`config.mk`:
```
export PLATFORM = sky130hd
export DESIGN_NAME = ecc_secded_pipe_decoder_flat
export DESIGN_NICKNAME = d
export VERILOG_FILES = /design/src/rtl/ecc_secded_pipe_decoder_if.sv /design/src/rtl/ecc_secded_pipe_decoder.sv /design/src/flat_wrapper.sv
export SDC_FILE = /design/constraint.sdc
export NUM_CORES = 1
export LEC_CHECK = 0
export ABC_AREA = 1
export BUFFER_PORTS_ARGS = -buffer_cell sky130_fd_sc_hd__buf_4
export CAP_MARGIN = 25
export CORE_MARGIN = 5
export CORE_UTILIZATION = 52
export DETAILED_ROUTE_END_ITERATION = 12
export PLACE_DENSITY = 0.75
export SKIP_CTS_REPAIR_TIMING = 1
export SKIP_LAST_GASP = 1
export SYNTH_ARGS = -nofsm -noshare
export SYNTH_HDL_FRONTEND = slang
export SYNTH_SLANG_ARGS = --single-unit
```
`constraint.sdc`:
```
create_clock -name clk -period 2.7 [get_ports clk]
set_input_delay 0.405 -clock clk [delete_from_list [all_inputs] [get_ports clk]]
set_output_delay 0.405 -clock clk [all_outputs]
set_load 0.02 [all_outputs]
```
`src/rtl/ecc_secded_pipe_decoder_if.sv`:
```
// Streaming bus for the SEC-DED decoder: input word handshake and corrected-output handshake.
// The check-bit width is derived from DATA_W here so both sides agree on the bus shape.
interface ecc_secded_pipe_decoder_if #(
    parameter int unsigned DATA_W = 128
);
    // Smallest r with 2^r >= DATA_W + r + 1
    function automatic int unsigned calc_chk_w(input int unsigned dw);
        int unsigned r;
        r = 0;
        for (int unsigned i = 1; i < 32; i++) begin
            if (r == 0 && (32'd1 << i) >= dw + i + 1) r = i;
        end
        return r;
    endfunction

    localparam int unsigned CHK_W = calc_chk_w(DATA_W);

    logic              in_valid;
    logic              in_ready;
    logic [DATA_W-1:0] in_data;
    logic [CHK_W:0]    in_chk;
    logic              bypass;
    logic              out_valid;
    logic              out_ready;
    logic [DATA_W-1:0] out_data;
    logic              out_sbe;
    logic              out_dbe;
    logic [CHK_W-1:0]  out_syndrome;

    modport master (
        output in_valid, in_data, in_chk, bypass, out_ready,
        input  in_ready, out_valid, out_data, out_sbe, out_dbe, out_syndrome
    );

    modport slave (
        input  in_valid, in_data, in_chk, bypass, out_ready,
        output in_ready, out_valid, out_data, out_sbe, out_dbe, out_syndrome
    );
endinterface

```
`src/rtl/ecc_secded_pipe_decoder.sv`:
```
// Two-stage pipelined SEC-DED Hamming decoder with valid/ready flow control and
// saturating single/double error counters counted on output handshakes.
module ecc_secded_pipe_decoder #(
    parameter int unsigned DATA_W = 128,
    parameter int unsigned CNT_W  = 16
) (
    input  logic                    clk,
    input  logic                    rst_n,
    ecc_secded_pipe_decoder_if.slave bus,
    input  logic                    cnt_clr,
    output logic [CNT_W-1:0]        cnt_sbe,
    output logic [CNT_W-1:0]        cnt_dbe
);
    function automatic int unsigned calc_chk_w(input int unsigned dw);
        int unsigned r;
        r = 0;
        for (int unsigned i = 1; i < 32; i++) begin
            if (r == 0 && (32'd1 << i) >= dw + i + 1) r = i;
        end
        return r;
    endfunction

    localparam int unsigned CHK_W = calc_chk_w(DATA_W);
    localparam int unsigned N_POS = DATA_W + CHK_W;

    // Codeword position of data bit j: the (j+1)-th non-power-of-two position
    function automatic int unsigned data_pos(input int unsigned j);
        int unsigned n;
        int unsigned p;
        n = 0;
        p = 0;
        for (int unsigned q = 3; q <= N_POS; q++) begin
            if ((q & (q - 1)) != 0) begin
                if (n == j) p = q;
                n++;
            end
        end
        return p;
    endfunction

    // Data bits whose position has bit k set
    function automatic logic [DATA_W-1:0] cover_mask(input int unsigned k);
        logic [DATA_W-1:0] m;
        m = '0;
        for (int unsigned j = 0; j < DATA_W; j++) begin
            m[j] = ((data_pos(j) >> k) & 32'd1) != 0;
        end
        return m;
    endfunction

    logic [CHK_W-1:0]  syn_c;
    logic              par_c;
    logic              s2_load;
    logic              in_ready_c;

    logic              s1_v;
    logic [DATA_W-1:0] s1_data;
    logic [CHK_W-1:0]  s1_syn;
    logic              s1_par;
    logic              s1_byp;

    logic              s2_v;
    logic [DATA_W-1:0] s2_data;
    logic              s2_sbe;
    logic              s2_dbe;
    logic [CHK_W-1:0]  s2_syn;

    logic [DATA_W-1:0] flip_c;
    logic [DATA_W-1:0] dec_data_c;
    logic              dec_sbe_c;
    logic              dec_dbe_c;

    for (genvar k = 0; k < CHK_W; k++) begin : g_syn
        localparam logic [DATA_W-1:0] MASK = cover_mask(k);
        assign syn_c[k] = bus.in_chk[k] ^ (^(bus.in_data & MASK));
    end

    assign par_c = (^bus.in_data) ^ (^bus.in_chk);

    // in_ready looks through S2 to out_ready so a full pipe still streams at one word per cycle
    assign s2_load    = !s2_v || bus.out_ready;
    assign in_ready_c = !s1_v || s2_load;
    assign bus.in_ready = in_ready_c;

    always_ff @(posedge clk) begin
        if (!rst_n) begin
            s1_v    <= 1'b0;
            s1_data <= '0;
            s1_syn  <= '0;
            s1_par  <= 1'b0;
            s1_byp  <= 1'b0;
        end else if (in_ready_c) begin
            s1_v <= bus.in_valid;
            if (bus.in_valid) begin
                s1_data <= bus.in_data;
                s1_syn  <= syn_c;
                s1_par  <= par_c;
                s1_byp  <= bus.bypass;
            end
        end
    end

    for (genvar j = 0; j < DATA_W; j++) begin : g_flip
        localparam int unsigned POS = data_pos(j);
        assign flip_c[j] = (s1_syn == CHK_W'(POS));
    end

    // Syndromes of zero or a power of two select no data bit, so flip_c is zero for them
    always_comb begin
        dec_data_c = s1_data;
        dec_sbe_c  = 1'b0;
        dec_dbe_c  = 1'b0;
        if (!s1_byp) begin
            if (s1_par) begin
                if (32'(s1_syn) > N_POS) begin
                    dec_dbe_c = 1'b1;
                end else begin
                    dec_sbe_c  = 1'b1;
                    dec_data_c = s1_data ^ flip_c;
                end
            end else if (s1_syn != '0) begin
                dec_dbe_c = 1'b1;
            end
        end
    end

    always_ff @(posedge clk) begin
        if (!rst_n) begin
            s2_v    <= 1'b0;
            s2_data <= '0;
            s2_sbe  <= 1'b0;
            s2_dbe  <= 1'b0;
            s2_syn  <= '0;
        end else if (s2_load) begin
            s2_v <= s1_v;
            if (s1_v) begin
                s2_data <= dec_data_c;
                s2_sbe  <= dec_sbe_c;
                s2_dbe  <= dec_dbe_c;
                s2_syn  <= s1_syn;
            end
        end
    end

    assign bus.out_valid    = s2_v;
    assign bus.out_data     = s2_data;
    assign bus.out_sbe      = s2_sbe;
    assign bus.out_dbe      = s2_dbe;
    assign bus.out_syndrome = s2_syn;

    // Clear takes priority over a same-cycle delivery
    always_ff @(posedge clk) begin
        if (!rst_n || cnt_clr) begin
            cnt_sbe <= '0;
            cnt_dbe <= '0;
        end else if (s2_v && bus.out_ready) begin
            if (s2_sbe && cnt_sbe != '1) cnt_sbe <= cnt_sbe + CNT_W'(1);
            if (s2_dbe && cnt_dbe != '1) cnt_dbe <= cnt_dbe + CNT_W'(1);
        end
    end
endmodule

```
`src/flat_wrapper.sv`:
```
// flat-port wrapper written by rule: the top's interface ports become plain ports
module ecc_secded_pipe_decoder_flat 
#(
    parameter int unsigned DATA_W = 128,
    parameter int unsigned CNT_W  = 16
)
  (clk, rst_n, cnt_clr, cnt_sbe, cnt_dbe, bus_in_valid, bus_in_data, bus_in_chk, bus_bypass, bus_out_ready, bus_in_ready, bus_out_valid, bus_out_data, bus_out_sbe, bus_out_dbe, bus_out_syndrome);
  ecc_secded_pipe_decoder_if #(.DATA_W(DATA_W)) bus_i ();
  input  logic clk;
  input  logic rst_n;
  input  logic cnt_clr;
  output logic [CNT_W-1:0] cnt_sbe;
  output logic [CNT_W-1:0] cnt_dbe;
  input wire logic [$bits(bus_i.in_valid)-1:0] bus_in_valid;
  input wire logic [$bits(bus_i.in_data)-1:0] bus_in_data;
  input wire logic [$bits(bus_i.in_chk)-1:0] bus_in_chk;
  input wire logic [$bits(bus_i.bypass)-1:0] bus_bypass;
  input wire logic [$bits(bus_i.out_ready)-1:0] bus_out_ready;
  output wire logic [$bits(bus_i.in_ready)-1:0] bus_in_ready;
  output wire logic [$bits(bus_i.out_valid)-1:0] bus_out_valid;
  output wire logic [$bits(bus_i.out_data)-1:0] bus_out_data;
  output wire logic [$bits(bus_i.out_sbe)-1:0] bus_out_sbe;
  output wire logic [$bits(bus_i.out_dbe)-1:0] bus_out_dbe;
  output wire logic [$bits(bus_i.out_syndrome)-1:0] bus_out_syndrome;
  assign bus_i.in_valid = bus_in_valid;
  assign bus_i.in_data = bus_in_data;
  assign bus_i.in_chk = bus_in_chk;
  assign bus_i.bypass = bus_bypass;
  assign bus_i.out_ready = bus_out_ready;
  assign bus_in_ready = bus_i.in_ready;
  assign bus_out_valid = bus_i.out_valid;
  assign bus_out_data = bus_i.out_data;
  assign bus_out_sbe = bus_i.out_sbe;
  assign bus_out_dbe = bus_i.out_dbe;
  assign bus_out_syndrome = bus_i.out_syndrome;
  ecc_secded_pipe_decoder #(.DATA_W(DATA_W), .CNT_W(CNT_W)) u_core (.clk(clk), .rst_n(rst_n), .bus(bus_i), .cnt_clr(cnt_clr), .cnt_sbe(cnt_sbe), .cnt_dbe(cnt_dbe));
endmodule
```
==> impl_results.md <==
- Post-route ant nets: 0
- Worst skew pair latency: 0.52 ns
- CTS sink count: 310
- Combinational share of power: 27.1%
- Internal power: 9.32 mW
- CTS Buf Count: 36
- Max cap viols: 0
- Ant diodes: 0
- Setup Skew: 0.0100 ns
- Mapped cell area: 0.0178 mm2
- Post-synth ARST share: 0%
- Clk root buf: clkbuf_16
- Top Metal Used: met4
- Worst path max stage delay: 0.36 ns
- Reg clk slew, reported paths: 0.06 ns
- Most frequent cells in the layout: nand2_1, buf_4, dfxtp_1, nor2_1, o21ai_0
- RSZ-0062 raised after global routing: false
- Crit path buffers/inverters: 1
- Drt first pass iters: 5
- Vias in the first global route: 17300
- Normalized max-slew margin: 35.5%
- Post-synth top area share: 34.8%
- RePlAce Congestion: 0.905
- Max Slew Vio Count: 0
- Hold/Removal Path Class: input port to register
- Slowest-stage cell, CP: dfxtp_1
- Final Cycle Share: 82.7%
- Power per Cell Area: 636 mW/mm2
- Crit-path leading delay family: simple AND/OR/NAND/NOR gates
- CTS tree: yes
- Initial antenna violation count: 1
- Maximum vdd drop: 0.000483 V
- WL met2: 27700 um
- Seq/Total Area, Yosys: 34.8%
- HPWL after DPL: 44500 um
- Largest cells by area after synthesis: dfxtp_1, nand2_1, xor2_1, o21ai_0, xnor2_1
- EDFF count, synth: 0
- WL final: 59700 um
- Setup_tns: 0 ns
- Psw: 4.65 mW
- Minimum clock period: 2.23 ns
- DR iter-0 viols: 1444
- DR WL met3: 4720 um
- Commonest non-fill, non-tap cell in the layout: nand2_1
- GRT overflow: 0
- Tot Pwr: 14.0 mW
- Avg Inst Size Synth: 6.64 um2
- Clk buf depth: 3
- Setup slack after layout: 0.468 ns
- Leak Pwr: 10.6 nW
- Cell breakdown of the critical path: ha_1 > inv_1 > nor4_1 > nand3_1 > nand3_1 > nor2_1 > nand2_1 > nor2_1 > nand4_1 > o21ai_0 > a21oi_1
- Largest net degree at the start of global routing: 215
- Hold WS: 0.151 ns
- Post-layout util: 65.1%
- Clk pwr share: 36.1%
- Starting density of the core: 52.9%
- Die Ht: 195 um
- I/O pins: 315
- Distinct cell type count after synthesis: 43
- Syn Nets: 2828
- P&R area growth vs syn: 23.2%
- Top FF cell, synth: dfxtp_1
- Number of cell rows: 67
- Critical Path Start Type: register
- Critical path type: register to register
- Sw Ratio: 33.3%
- CP endpoint kind: register
- Post-route DRC: 0
- Vias per cell: 5.35
- Fmax: 448 MHz
- Die ar.: 0.0381 mm2
- Worst Path Arrival: 2.64 ns
- Synth area leader: dfxtp_1
- Fraction of layout cells with a size suffix above 1: 16.4%
- YS warnings: 0
- DP Worst Slack: 0.398 ns
- Worst-Margin Slew: 0.967 ns
- I/O Buffers: 314
- Drt wl/cell: 17.3 um
- Routed met1 length: 25200 um
- Register share of total power: 36.8%
- Final hold vios: 0
- Synth Register Bits: 310
- H-tree lvl count: 2
- Total number of vias: 18400
- # nets final: 3116
- Die W: 195 um
- First-pass GRT wire length: 93000 um
- Req. time, crit path: 3.10 ns
- Status: complete, no violations
- Crit Path Max Fanout: 5
- Total GRT Usage: 29.9%
- Core area: 0.0337 mm2
- Post-Synthesis Cells: 2683
- Setup violators final: 0
[through the flow]
stage	std cells	instance area (um2)
finish	3442	22000
global route	3442	22000
global placement	3381	20700
CTS	3442	22000
floorplan	2683	17800
detailed placement	3381	20700
[power by group through the flow]
stage          sequential (mW)  combinational, mW  clock (mW)
6_report                  5.15               3.78        5.04
5_1_grt                   5.18               4.19        5.30
4_1_cts                   5.14               3.76        5.10
3_5_place_dp              5.23               3.73           0
3_3_place_gp              5.22               3.65           0
2_1_floorplan             5.34               2.32           0
[layer usage]
layer | global-route usage, % | vias to the layer above
li1 | - | 9097
met3 | 4.83 | 116
met2 | 50.3 | 707
met4 | 9.54 | 0
met5 | 0 | -
met1 | 39.5 | 8511
[state kept, by name, summed over array words and instances (netlist names)]
name and flops:
u_core.s1_byp 1, u_core.cnt_dbe 16, u_core.cnt_sbe 16, u_core.s1_data 128, u_core.bus.out_dbe 1, u_core.s1_v 1
u_core.bus.out_valid 1, u_core.bus.out_sbe 1, u_core.bus.out_syndrome 8, u_core.s1_syn 8, u_core.s1_par 1, u_core.bus.out_data 128
[final cells by class]
class,count,area [um2]
Sequential cell,310,6210
Inverter,238,901
Clock buffer,52,1050
Tap cell,448,561
Clock inverter,9,153
Fill cell,3068,11700
Timing Repair Buffer,361,2800
Multi-Input combinational cell,2024,10300
[synthesized netlist by cell type (6+ instances only)]
cell,n
xor2_1,171
a21oi_1,191
nand3_1,69
clkbuf_1,80
nand2_2,14
inv_2,28
inv_1,206
nor2_1,246
xnor2_1,113
nand2_1,843
nand4_1,10
nand3b_1,6
dfxtp_1,310
o21ai_0,246
nor3_2,21
o221ai_1,40
buf_1,9
nor3_1,11
buf_2,21
[cells by family (layout without fill, tap and decap cells)]
family / count (synthesis) / in the layout / synth area share [%]
flip-flops: 310 / 310 / 34.8
adder cells (fa/ha/maj): 2 / 2 / 0.140
buffers and inverters: 349 / 660 / 7.51
AO/OA/AOI/OAI: 493 / 493 / 14.9
AND/OR/NAND/NOR: 1243 / 1243 / 28.5
XOR/XNOR: 286 / 286 / 14.1
[worst paths after layout]
check	startpoint	end	slack [ns]	depth (start not counted)
max	u_core.cnt_dbe[0]	u_core.cnt_dbe[13]	0.47	11
min	bus_in_data[24]	u_core.s1_data[24]	0.15	3
min reg2reg	u_core.cnt_dbe[11]	u_core.cnt_dbe[11]	0.46	2
max reg2reg	u_core.cnt_dbe[0]	u_core.cnt_dbe[13]	0.47	11
[tightest hold or removal path, stage by stage]
cell     delay [ns]
buf_4          0.09
inv_1          0.04
a21oi_1        0.10
(Power assumes the default switching activity.)
